[config.mk]
export PLATFORM = sky130hd
export DESIGN_NAME = suspend_ack_ctrl
export DESIGN_NICKNAME = d
export VERILOG_FILES = /design/src/rtl/suspend_ack_ctrl.sv
export SDC_FILE = /design/constraint.sdc
export NUM_CORES = 1
export LEC_CHECK = 0
export CAP_MARGIN = 10
export CORE_MARGIN = 2
export CORE_UTILIZATION = 30
export CTS_BUF_LIST = sky130_fd_sc_hd__clkbuf_4
export DETAILED_ROUTE_END_ITERATION = 16
export HOLD_SLACK_MARGIN = 0.1
export PLACE_DENSITY = 0.52
export SLEW_MARGIN = 20
export SYNTH_ARGS = -nofsm -noshare
export SYNTH_HDL_FRONTEND = slang
export SYNTH_SLANG_ARGS = --single-unit
[constraint.sdc]
create_clock -name CLK -period 2.5 [get_ports CLK]
set_input_delay 0.625 -clock CLK [delete_from_list [all_inputs] [get_ports CLK]]
set_output_delay 0.625 -clock CLK [all_outputs]
set_load 0.01 [all_outputs]
[src/rtl/suspend_ack_ctrl.sv]
// suspend_ack_ctrl
// Responder side of the suspend request/acknowledge handshake. SREQ is
// synchronized, user logic is told to quiesce, and SACK is returned only
// after IDLE has held for a guard interval. On wake, SACK drops and a
// single-cycle RESUME pulse follows after a wake interval.
//
// Optional feature macro: SUSPEND_TIMEOUT_EN
//   defined   : a drain timeout forces ACKED and sets sticky TIMEOUT_ERR
//   undefined : DRAIN waits indefinitely, TIMEOUT_ERR tied low
//
// state | meaning
// ------+--------------------------------------------------------------
// IDLE  | no suspend in progress, user logic free to issue work
// DRAIN | QUIESCE asserted, waiting for user logic to report IDLE
// GUARD | IDLE seen, counting down the guard interval
// ACKED | SACK asserted, device suspended
// WAKE  | SREQ gone, SACK dropped, counting down to the RESUME pulse

module suspend_ack_ctrl #(
    parameter int SYNC_STAGES    = 2,
    parameter int GUARD_CYCLES   = 8,
    parameter int WAKE_CYCLES    = 4,
    parameter int TIMEOUT_CYCLES = 1024,
    parameter int CNT_W          = 12
) (
    input  logic       CLK,
    input  logic       RST_N,
    input  logic       SREQ,
    input  logic       IDLE,
    input  logic       ERR_CLR,
    output logic       SACK,
    output logic       QUIESCE,
    output logic       RESUME,
    output logic       SUSPENDED,
    output logic [2:0] STATE,
    output logic       TIMEOUT_ERR
);

    typedef enum logic [2:0] {
        ST_IDLE  = 3'd0,
        ST_DRAIN = 3'd1,
        ST_GUARD = 3'd2,
        ST_ACKED = 3'd3,
        ST_WAKE  = 3'd4
    } state_t;

    localparam logic [CNT_W-1:0] GUARD_LD = CNT_W'(GUARD_CYCLES);
    localparam logic [CNT_W-1:0] WAKE_LD  = CNT_W'(WAKE_CYCLES);
    localparam logic [CNT_W-1:0] CNT_ONE  = CNT_W'(1);

    logic [SYNC_STAGES-1:0] sync_q, sync_d;
    logic                   sreq_s;

    state_t             state_q, state_d;
    logic [CNT_W-1:0]   cnt_q, cnt_d;
    logic               sack_q, sack_d;
    logic               quiesce_q, quiesce_d;
    logic               resume_q, resume_d;
    logic               suspended_q, suspended_d;

    logic               to_hit;
    logic               to_fire;

    // Shift SREQ through the synchronizer chain.
    always_comb begin
        sync_d = {sync_q[SYNC_STAGES-2:0], SREQ};
    end

    assign sreq_s = sync_q[SYNC_STAGES-1];

    // Next-state, counter and output decode. Abort has priority over the
    // timeout, which has priority over the normal drain/guard progress.
    always_comb begin
        state_d = state_q;
        cnt_d   = cnt_q;
        to_fire = 1'b0;
        case (state_q)
            ST_IDLE: begin
                if (sreq_s) state_d = ST_DRAIN;
            end
            ST_DRAIN, ST_GUARD: begin
                if (!sreq_s) begin
                    state_d = ST_IDLE;
                end else if (to_hit) begin
                    state_d = ST_ACKED;
                    to_fire = 1'b1;
                end else if (!IDLE) begin
                    state_d = ST_DRAIN;
                end else if (state_q == ST_DRAIN) begin
                    if (GUARD_CYCLES == 0) begin
                        state_d = ST_ACKED;
                    end else begin
                        state_d = ST_GUARD;
                        cnt_d   = GUARD_LD;
                    end
                end else if (cnt_q <= CNT_ONE) begin
                    state_d = ST_ACKED;
                end else begin
                    cnt_d = cnt_q - CNT_ONE;
                end
            end
            ST_ACKED: begin
                if (!sreq_s) begin
                    state_d = ST_WAKE;
                    cnt_d   = WAKE_LD;
                end
            end
            ST_WAKE: begin
                // SREQ re-assertion is deliberately not looked at here.
                if (cnt_q <= CNT_ONE) begin
                    state_d = ST_IDLE;
                end else begin
                    cnt_d = cnt_q - CNT_ONE;
                end
            end
            default: state_d = ST_IDLE;
        endcase

        sack_d      = (state_d == ST_ACKED);
        suspended_d = (state_d == ST_ACKED);
        quiesce_d   = (state_d != ST_IDLE);
        resume_d    = (state_q == ST_WAKE) && (state_d == ST_IDLE);
    end

    // FSM state, counter, synchronizer and registered outputs.
    always_ff @(posedge CLK or negedge RST_N) begin
        if (!RST_N) begin
            sync_q      <= '0;
            state_q     <= ST_IDLE;
            cnt_q       <= '0;
            sack_q      <= 1'b0;
            quiesce_q   <= 1'b0;
            resume_q    <= 1'b0;
            suspended_q <= 1'b0;
        end else begin
            sync_q      <= sync_d;
            state_q     <= state_d;
            cnt_q       <= cnt_d;
            sack_q      <= sack_d;
            quiesce_q   <= quiesce_d;
            resume_q    <= resume_d;
            suspended_q <= suspended_d;
        end
    end

`ifdef SUSPEND_TIMEOUT_EN
    localparam logic [CNT_W-1:0] TO_LAST = CNT_W'(TIMEOUT_CYCLES - 1);

    logic [CNT_W-1:0] tcnt_q, tcnt_d;
    logic             err_q, err_d;

    // Timeout counter runs across DRAIN and GUARD, surviving guard fallback;
    // it sits at zero otherwise so every DRAIN entry starts from zero.
    always_comb begin
        if (state_q == ST_DRAIN || state_q == ST_GUARD) begin
            tcnt_d = tcnt_q + CNT_ONE;
        end else begin
            tcnt_d = '0;
        end
        if (to_fire) begin
            err_d = 1'b1;
        end else if (ERR_CLR) begin
            err_d = 1'b0;
        end else begin
            err_d = err_q;
        end
    end

    assign to_hit = (tcnt_q >= TO_LAST);

    // Timeout counter and sticky error flag.
    always_ff @(posedge CLK or negedge RST_N) begin
        if (!RST_N) begin
            tcnt_q <= '0;
            err_q  <= 1'b0;
        end else begin
            tcnt_q <= tcnt_d;
            err_q  <= err_d;
        end
    end

    assign TIMEOUT_ERR = err_q;
`else
    logic [2:0] unused_sigs;

    assign to_hit      = 1'b0;
    assign TIMEOUT_ERR = 1'b0;
    assign unused_sigs = {ERR_CLR, to_fire, (TIMEOUT_CYCLES > 0)};
`endif

    assign SACK      = sack_q;
    assign QUIESCE   = quiesce_q;
    assign RESUME    = resume_q;
    assign SUSPENDED = suspended_q;
    assign STATE     = state_q;

endmodule
==> results of run 1 <==
metrics by stage:
step	total power (W)	setup WS, ns	hold WS [ns]	area (um^2)	util (%)
2_1_floorplan	0.00108	0.692	0.329	1170	-
4_1_cts	0.00146	0.296	0.371	1390	37.4
5_1_grt	0.00159	0.137	0.373	1390	37.4
3_3_place_gp	0.00127	0.0192	0.344	1370	36.7
6_report	0.00145	0.303	0.367	1390	37.4
3_5_place_dp	0.00130	-0.0118	0.341	1370	36.7
power by group:
| group | internal, W | total [W] | switching [W] | leakage [nW] |
|---|---|---|---|---|
| Combinational | 0.000329 | 0.000752 | 0.000423 | 0.280 |
| Clock | 0.0000582 | 0.000159 | 0.000101 | 0.0154 |
| Sequential | 0.000407 | 0.000538 | 0.000130 | 0.263 |
| Total | 0.000795 | 0.00145 | 0.000654 | 0.558 |
cell type report:
cell class | instances | area, um^2 | area share, %
Clock buffer | 3 | 22.5 | 1.62
Clock inverter | 1 | 3.75 | 0.270
Inverter | 4 | 15.0 | 1.08
Multi-Input combinational cell | 94 | 622 | 44.7
Sequential cell | 20 | 500 | 36.0
Tap cell | 48 | 60.1 | 4.32
Timing Repair Buffer | 19 | 168 | 12.1
registers in the layout, summed over array words and instances (netlist names):
signal / flops
QUIESCE: 1
RESUME: 1
STATE: 3
SUSPENDED: 1
cnt_q: 12
sync_q: 2
worst min path at each step:
stage	cells after the start	endpoint	slack [ns]
2_1_floorplan	0	QUIESCE	0.33
3_3_place_gp	0	sync_q[1]	0.34
3_5_place_dp	0	sync_q[1]	0.34
4_1_cts	0	sync_q[1]	0.37
5_1_grt	0	sync_q[1]	0.37
6_report	0	sync_q[1]	0.37
cell usage in the layout (no fill, tap or decap), types with 2 or more instances in the layout:
master	n
clkbuf_4	3
or3_1	5
nand2_1	6
nor4_2	2
nor4_1	3
nor3_1	2
o21ai_1	2
inv_1	4
nor2_1	7
buf_4	9
o31ai_1	9
ha_1	2
nand2b_1	8
clkdlybuf4s50_1	10
or4_1	3
a21oi_1	13
o21ai_0	10
dfrtp_1	20
worst reg2reg max path, cell delays in order, from the launching register on:
cell and delay [ns]:
dfrtp_1 0.45, inv_1 0.08, ha_1 0.25, inv_1 0.10
a2111oi_2 0.52, nand2_1 0.13, or3_1 0.32, a21oi_1 0.15
cells by family after synthesis:
logic type,count (synthesis)
adders and majority gates,2
and+or+nand+nor,47
AOI/OAI and AO/OA,42
buffers and inverters,11
other,1
DFF,20
xor gates and xnor gates,2
layer usage:
layer / up-vias / global-route usage [%] / wire, um
li1: 492 / - / -
met1: 471 / 18.9 / 1300
met2: 8 / 22.5 / 1160
met3: 2 / 3.55 / 79
met4: 0 / 3.06 / 19
met5: - / 0 / 0
cells in the mapped netlist (2+ instances only):
cell | n | area [um^2]
o31ai_1 | 9 | 67.6
nor2_1 | 7 | 26.3
nor4_2 | 2 | 25.0
buf_4 | 2 | 15.0
nand2_1 | 6 | 22.5
o21ai_0 | 10 | 50.1
dfrtp_1 | 20 | 500
o21ai_1 | 2 | 10.0
a21oi_1 | 13 | 65.1
inv_1 | 4 | 15.0
clkbuf_1 | 4 | 15.0
or4_1 | 3 | 22.5
nand2b_1 | 8 | 50.1
or3_1 | 5 | 31.3
nor4_1 | 3 | 18.8
nor3_1 | 2 | 10.0
ha_1 | 2 | 25.0
==> key figures, run 1 <==
Status
  • Outcome: complete, no violations

Routing
  • Post-DR wirelength/cell: approximately 14 um
  • Vias: just under 1000
  • Post-DRT Antenna Nets: 0
  • Detailed-route DRC error count: 0
  • Mean number of vias per cell: about 5
  • Initial DRC count: 61
  • DRT Pass-1 Iters: 4
  • Final WL: between 2000 and 3000 um

Timing
  • Slew @ Worst Pin: 0.657 ns
  • Rel. slew slack: 56.1%
  • Fin. max-slew vios: 0
  • Max Clk Rate: about 460 MHz
  • Tcrit/Tclk final: between 80% and 90%
  • TNS Setup: 0 ns
  • Final hold violation count: 0
  • Clock Skews: 0.0132 ns
  • RSZ-0062 raised after global routing: false
  • Final setup vio count: 0
  • Period minus WS final: approximately 2.2 ns

Synth
  • Post-synth ARST share: between 90% and 100%
  • Post-Syn Instances: about 130
  • Multiplexer share of the synthesized area: 0%
  • Synth Area in Adders: ~2.1%
  • Post-synthesis simple-gate area fraction: ~25%
  • Synth Area in Compound Gates: a little under a quarter
  • Area share of xor/xnor cells in the synthesized design: under 10%
  • Yosys warnings: 0
  • Sequential fraction of the synthesis area: ~43%
  • Number of synthesized flops with an enable pin: 0
  • Main combinational cell family by area after synthesis: simple AND/OR/NAND/NOR gates
  • Cell variety after synth: 40
  • Mapped Avg Cell Area: 9.38 um^2
  • Most used DFF post-synth: dfrtp_1
  • Synthesized cell area: 0.00117 mm^2
  • Synth Net Count: ~130
  • #FFs+latches synth: 20

Worst setup path
  • Critical R2R Launch: cnt_q[0]
  • Crit. End Element: flip-flop
  • CP Depth: 7
  • Critical path buffers and inverters: 2
  • Max incr delay on CP: ~0.54 ns
  • Worst Path Class, Setup: in -> reg
  • R2R Setup Slk: ~0.40 ns
  • Cell family with most CP delay: buffers and inverters
  • Worst r2r path cells: 7
  • Startpoint class of the critical path: input port
  • Critical path fanouts, max: 12
  • Crit-path slowest cell: clkdlybuf4s50_1
  • CP cell instances: clkdlybuf4s50_1, nand2_1, o31ai_1, nor2_1, buf_4, or3_1, a21oi_1
  • Worst Path Arrival: 2.43 ns
  • Crit path launch: IDLE
  • Crit path to: cnt_q[8]
  • WP data required: approximately 2.7 ns
  • Worst r2r dst: cnt_q[6]

Floorplanning
  • Core area: ~0.0037 mm^2
  • Total die area: ~0.0044 mm^2
  • Die width: about 67 um
  • Top Ports: 13
  • Die Height: roughly 67 um
  • FP Rows: 22
  • Starting Density: 31.5%

Finish
  • Fin nets: 149
  • FILL cells: 390
  • Ant diodes: 0
  • Layout cells sized above 1: about 16%
  • Non-filler cells, final: approximately 190
  • Area grow syn2layout: 18.7%

CTS
  • CTS buffer count: 3
  • Hold_buf cts: 0
  • Clk Latency, worst-skew pair: between 0.3 and 0.4 ns
  • Postcts setup bufs: 0
  • Clock-pin slew on the worst setup and hold paths: about 0.12 ns
  • Clock buffer depth: 2
  • Post-cts sizing count: 0
  • CTS tree: done
  • H-Tree Depth: 1
  • CTS Sinks: 20
  • Root Buffer: clkbuf_4

GRT
  • GRT Residual Overflow: 0
  • Total GRT Usage: between 10 and 15%
  • First-pass GRT wire length: between 4000 and 5000 um
  • Vias in the first global route: around 990
  • Initial antenna violation count: 0
  • Largest net degree at the start of global routing: 21

Placement
  • Port Buf Inserts: 10
  • GP Congestion: approximately 0.8
  • Placed Cells: 185
  • DP HPWL: roughly 1800 um

Worst hold path
  • Hold path startpoint: sync_q[0]
  • Worst min-delay path class: reg -> reg

Flow run
  • Max cap viols: 0

Pwr
  • Leakage power: ~0.56 nW
  • Power per cell area: 1040 mW/mm^2
  • Worst VDD drop: around 490 uV
No activity file was read; power rests on OpenSTA's default activity.
==> run 2: changes to the inputs <==
--- a/config.mk
+++ b/config.mk
@@ -6,7 +6,6 @@
 export NUM_CORES = 1
 export LEC_CHECK = 0
 export CAP_MARGIN = 10
-export CORE_MARGIN = 2
 export CORE_UTILIZATION = 30
 export CTS_BUF_LIST = sky130_fd_sc_hd__clkbuf_4
 export DETAILED_ROUTE_END_ITERATION = 16
==> constraint.sdc (replaced) <==
create_clock -name CLK -period 2.8 [get_ports CLK]
set_input_delay 0.7 -clock CLK [delete_from_list [all_inputs] [get_ports CLK]]
set_output_delay 0.7 -clock CLK [all_outputs]
set_load 0.01 [all_outputs]
==> key figures, run 2 (same netlist as run 1, synthesis figures left out) <==
Status
  • Outcome: complete, no violations

Worst setup path
  • Startpoint class of the critical path: input port
  • WP data required: 3.03 ns (+0.30 ns)
  • Critical path fanouts, max: 8 (-4)
  • Crit. End Element: flip-flop
  • Worst Path Arrival: 2.49 ns (+0.06 ns)
  • Worst Path Class, Setup: in -> reg

Pwr
  • Worst VDD drop: 353 uV (-28%)
  • Clock power share: 10.6% (-0.4 points)
  • Sw Share: 45.4% (+0.25 points)
  • Comb pwr share: 50.6% (-1.3 points)
  • Sequential power share: 38.8% (+1.7 points)
  • Sw power: 0.000567 W (-13%)
  • P_int: 0.000682 W (-14%)
  • Leakage power: 0.532 nW (-4.6%)
  • Power per cell area: 925 mW/mm^2 (-11%)

CTS
  • Postcts setup bufs: 0 (unchanged)
  • Clk Latency, worst-skew pair: 0.29 ns (-0.02 ns)
  • Root Buffer: clkbuf_4
  • Clock-pin slew on the worst setup and hold paths: 0.11 ns (about the same)
  • H-Tree Depth: 1 (unchanged)
  • CTS Sinks: 20 (unchanged)
  • CTS buffer count: 3 (unchanged)
  • Clock buffer depth: 2 (unchanged)
  • Post-cts sizing count: 0 (unchanged)
  • Hold_buf cts: 0 (unchanged)
  • CTS tree: done

Flow run
  • Max cap viols: 0 (unchanged)

Timing
  • Rel. slew slack: 57.2% (+1.1 points)
  • Post-route setup slack: 0.541 ns (+0.238 ns)
  • RSZ-0062 raised after global routing: false
  • Period minus WS final: between 2 and 2.5 ns
  • Clock Skews: 0.00674 ns (-0.00641 ns)
  • Final hold violation count: 0 (unchanged)
  • Fin. max-slew vios: 0 (unchanged)
  • Slew @ Worst Pin: 0.636 ns (-0.0206 ns)
  • Final setup vio count: 0 (unchanged)
  • Tcrit/Tclk final: 80.7%
  • TNS Setup: 0 ns (unchanged)
  • Max Clk Rate: between 400 and 500 MHz

GRT
  • Grt peak-use layer: met2
  • Largest net degree at the start of global routing: 21 (unchanged)
  • Met3 Use GR: 4.23% (+0.68 points)
  • Vias in the first global route: 923 (-6.5%)
  • Initial antenna violation count: 0 (unchanged)
  • Total GRT Usage: 13.8% (-0.19 points)
  • Met2 GRT Util: 22.1% (-0.39 points)
  • GRT Residual Overflow: 0 (unchanged)
  • First-pass GRT wire length: 4400 um (-6.0%)
  • Met1 Use GR: 18.4% (-0.52 points)

Floorplanning
  • Die width: 64.5 um (-3.0%)
  • Die Height: 64.5 um (-3.0%)
  • Core area: 0.00372 mm^2 (unchanged)
  • Total die area: 0.00416 mm^2 (-5.9%)
  • Starting Density: 31.5% (unchanged)
  • FP Rows: 22 (unchanged)
  • Top Ports: 13 (unchanged)

Placement
  • DP HPWL: 1820 um (-1.4%)
  • Port Buf Inserts: 10 (unchanged)
  • Worst slack at placement: 0.215 ns (+0.227 ns)
  • Post-DP Area: 0.00133 mm^2 (-2.8%)
  • GP Congestion: 0.808 (+1.2%)

Routing
  • DRT Pass-1 Iters: 4 (unchanged)
  • Final WL: 2530 um (-1.4%)
  • Mean number of vias per cell: 5.19 (+0.73%)
  • Post-DRT Antenna Nets: 0 (unchanged)
  • Vias: 949 (-2.5%)
  • Initial DRC count: 42 (-31%)
  • Post-DR wirelength/cell: 13.8 um (+1.8%)
  • Detailed-route DRC error count: 0 (unchanged)

Finish
  • Leading cell types in the layout, fill and taps excluded: dfrtp_1, a21oi_1, o21ai_0, clkdlybuf4s50_1, o31ai_1
  • FILL cells: 388 (-0.51%)
  • Layout Cell Area excl Fill: 0.00135 mm^2 (-3.0%)
  • Area occupied by multi-input gates: 622 um^2 (unchanged)
  • Fin nets: 144 (-3.4%)
  • Layout cells sized above 1: 12.6% (-3.0 points)
  • Leading cell type in the layout, fill and taps excluded: dfrtp_1
  • Area grow syn2layout: 15.2%
  • Largest Register: cnt_q
  • Ant diodes: 0 (unchanged)
  • FF+latch area: 500 um^2 (unchanged)
  • Max reg flops: 12 (unchanged)

Worst hold path
  • Worst min-delay path class: reg -> reg
## run 2: worst paths after layout
path                       startpoint         to  slack (ns)  cells after the start
setup / recovery                 IDLE   cnt_q[9]        0.54                      6
hold / removal              sync_q[0]  sync_q[1]        0.37                      0
setup reg to reg             STATE[1]   cnt_q[9]        0.69                      5
hold reg to reg             sync_q[0]  sync_q[1]        0.37                      0
max in group asynchronous       RST_N   STATE[2]        1.85                      2
min in group asynchronous       RST_N   cnt_q[9]        0.73                      2
## run 2: power by group through the flow
stage / Combinational, W / Clock [W] / Sequential (W)
6_report: 0.000632 / 0.000132 / 0.000485
3_3_place_gp: 0.000624 / 0 / 0.000481
5_1_grt: 0.000705 / 0.000154 / 0.000500
3_5_place_dp: 0.000638 / 0 / 0.000487
4_1_cts: 0.000640 / 0.000142 / 0.000481
2_1_floorplan: 0.000508 / 0 / 0.000454
## run 2: critical path: stages
cell	delay [ns]
clkdlybuf4s50_1	0.48
nand2_1	0.10
o31ai_1	0.33
nor2_1	0.20
or4_1	0.53
a21oi_1	0.15
## run 2: metrics by stage
step	hold WS, ns	cells	power, W	util (%)
4_1_cts	0.372	183	0.00126	36.3
6_report	0.365	183	0.00125	36.3
5_1_grt	0.390	183	0.00136	36.3
3_5_place_dp	0.347	180	0.00113	35.7
3_3_place_gp	0.342	180	0.00111	35.7
2_1_floorplan	0.331	125	0.000962	-
## run 2: final cells by class
type	instances	share of cell area, %
clock buffer	3	1.67
inverter	4	1.11
multi-input combinational	94	46.1
sequential	20	37.1
tap	48	4.45
timing repair buffer	14	9.64
## run 2: routing by layer
| metal | share of wire, % | vias to the layer above |
|---|---|---|
| li1 | - | 479 |
| met1 | 48 | 456 |
| met2 | 48 | 12 |
| met3 | 3.4 | 2 |
| met4 | 0.75 | 0 |
| met5 | 0 | - |
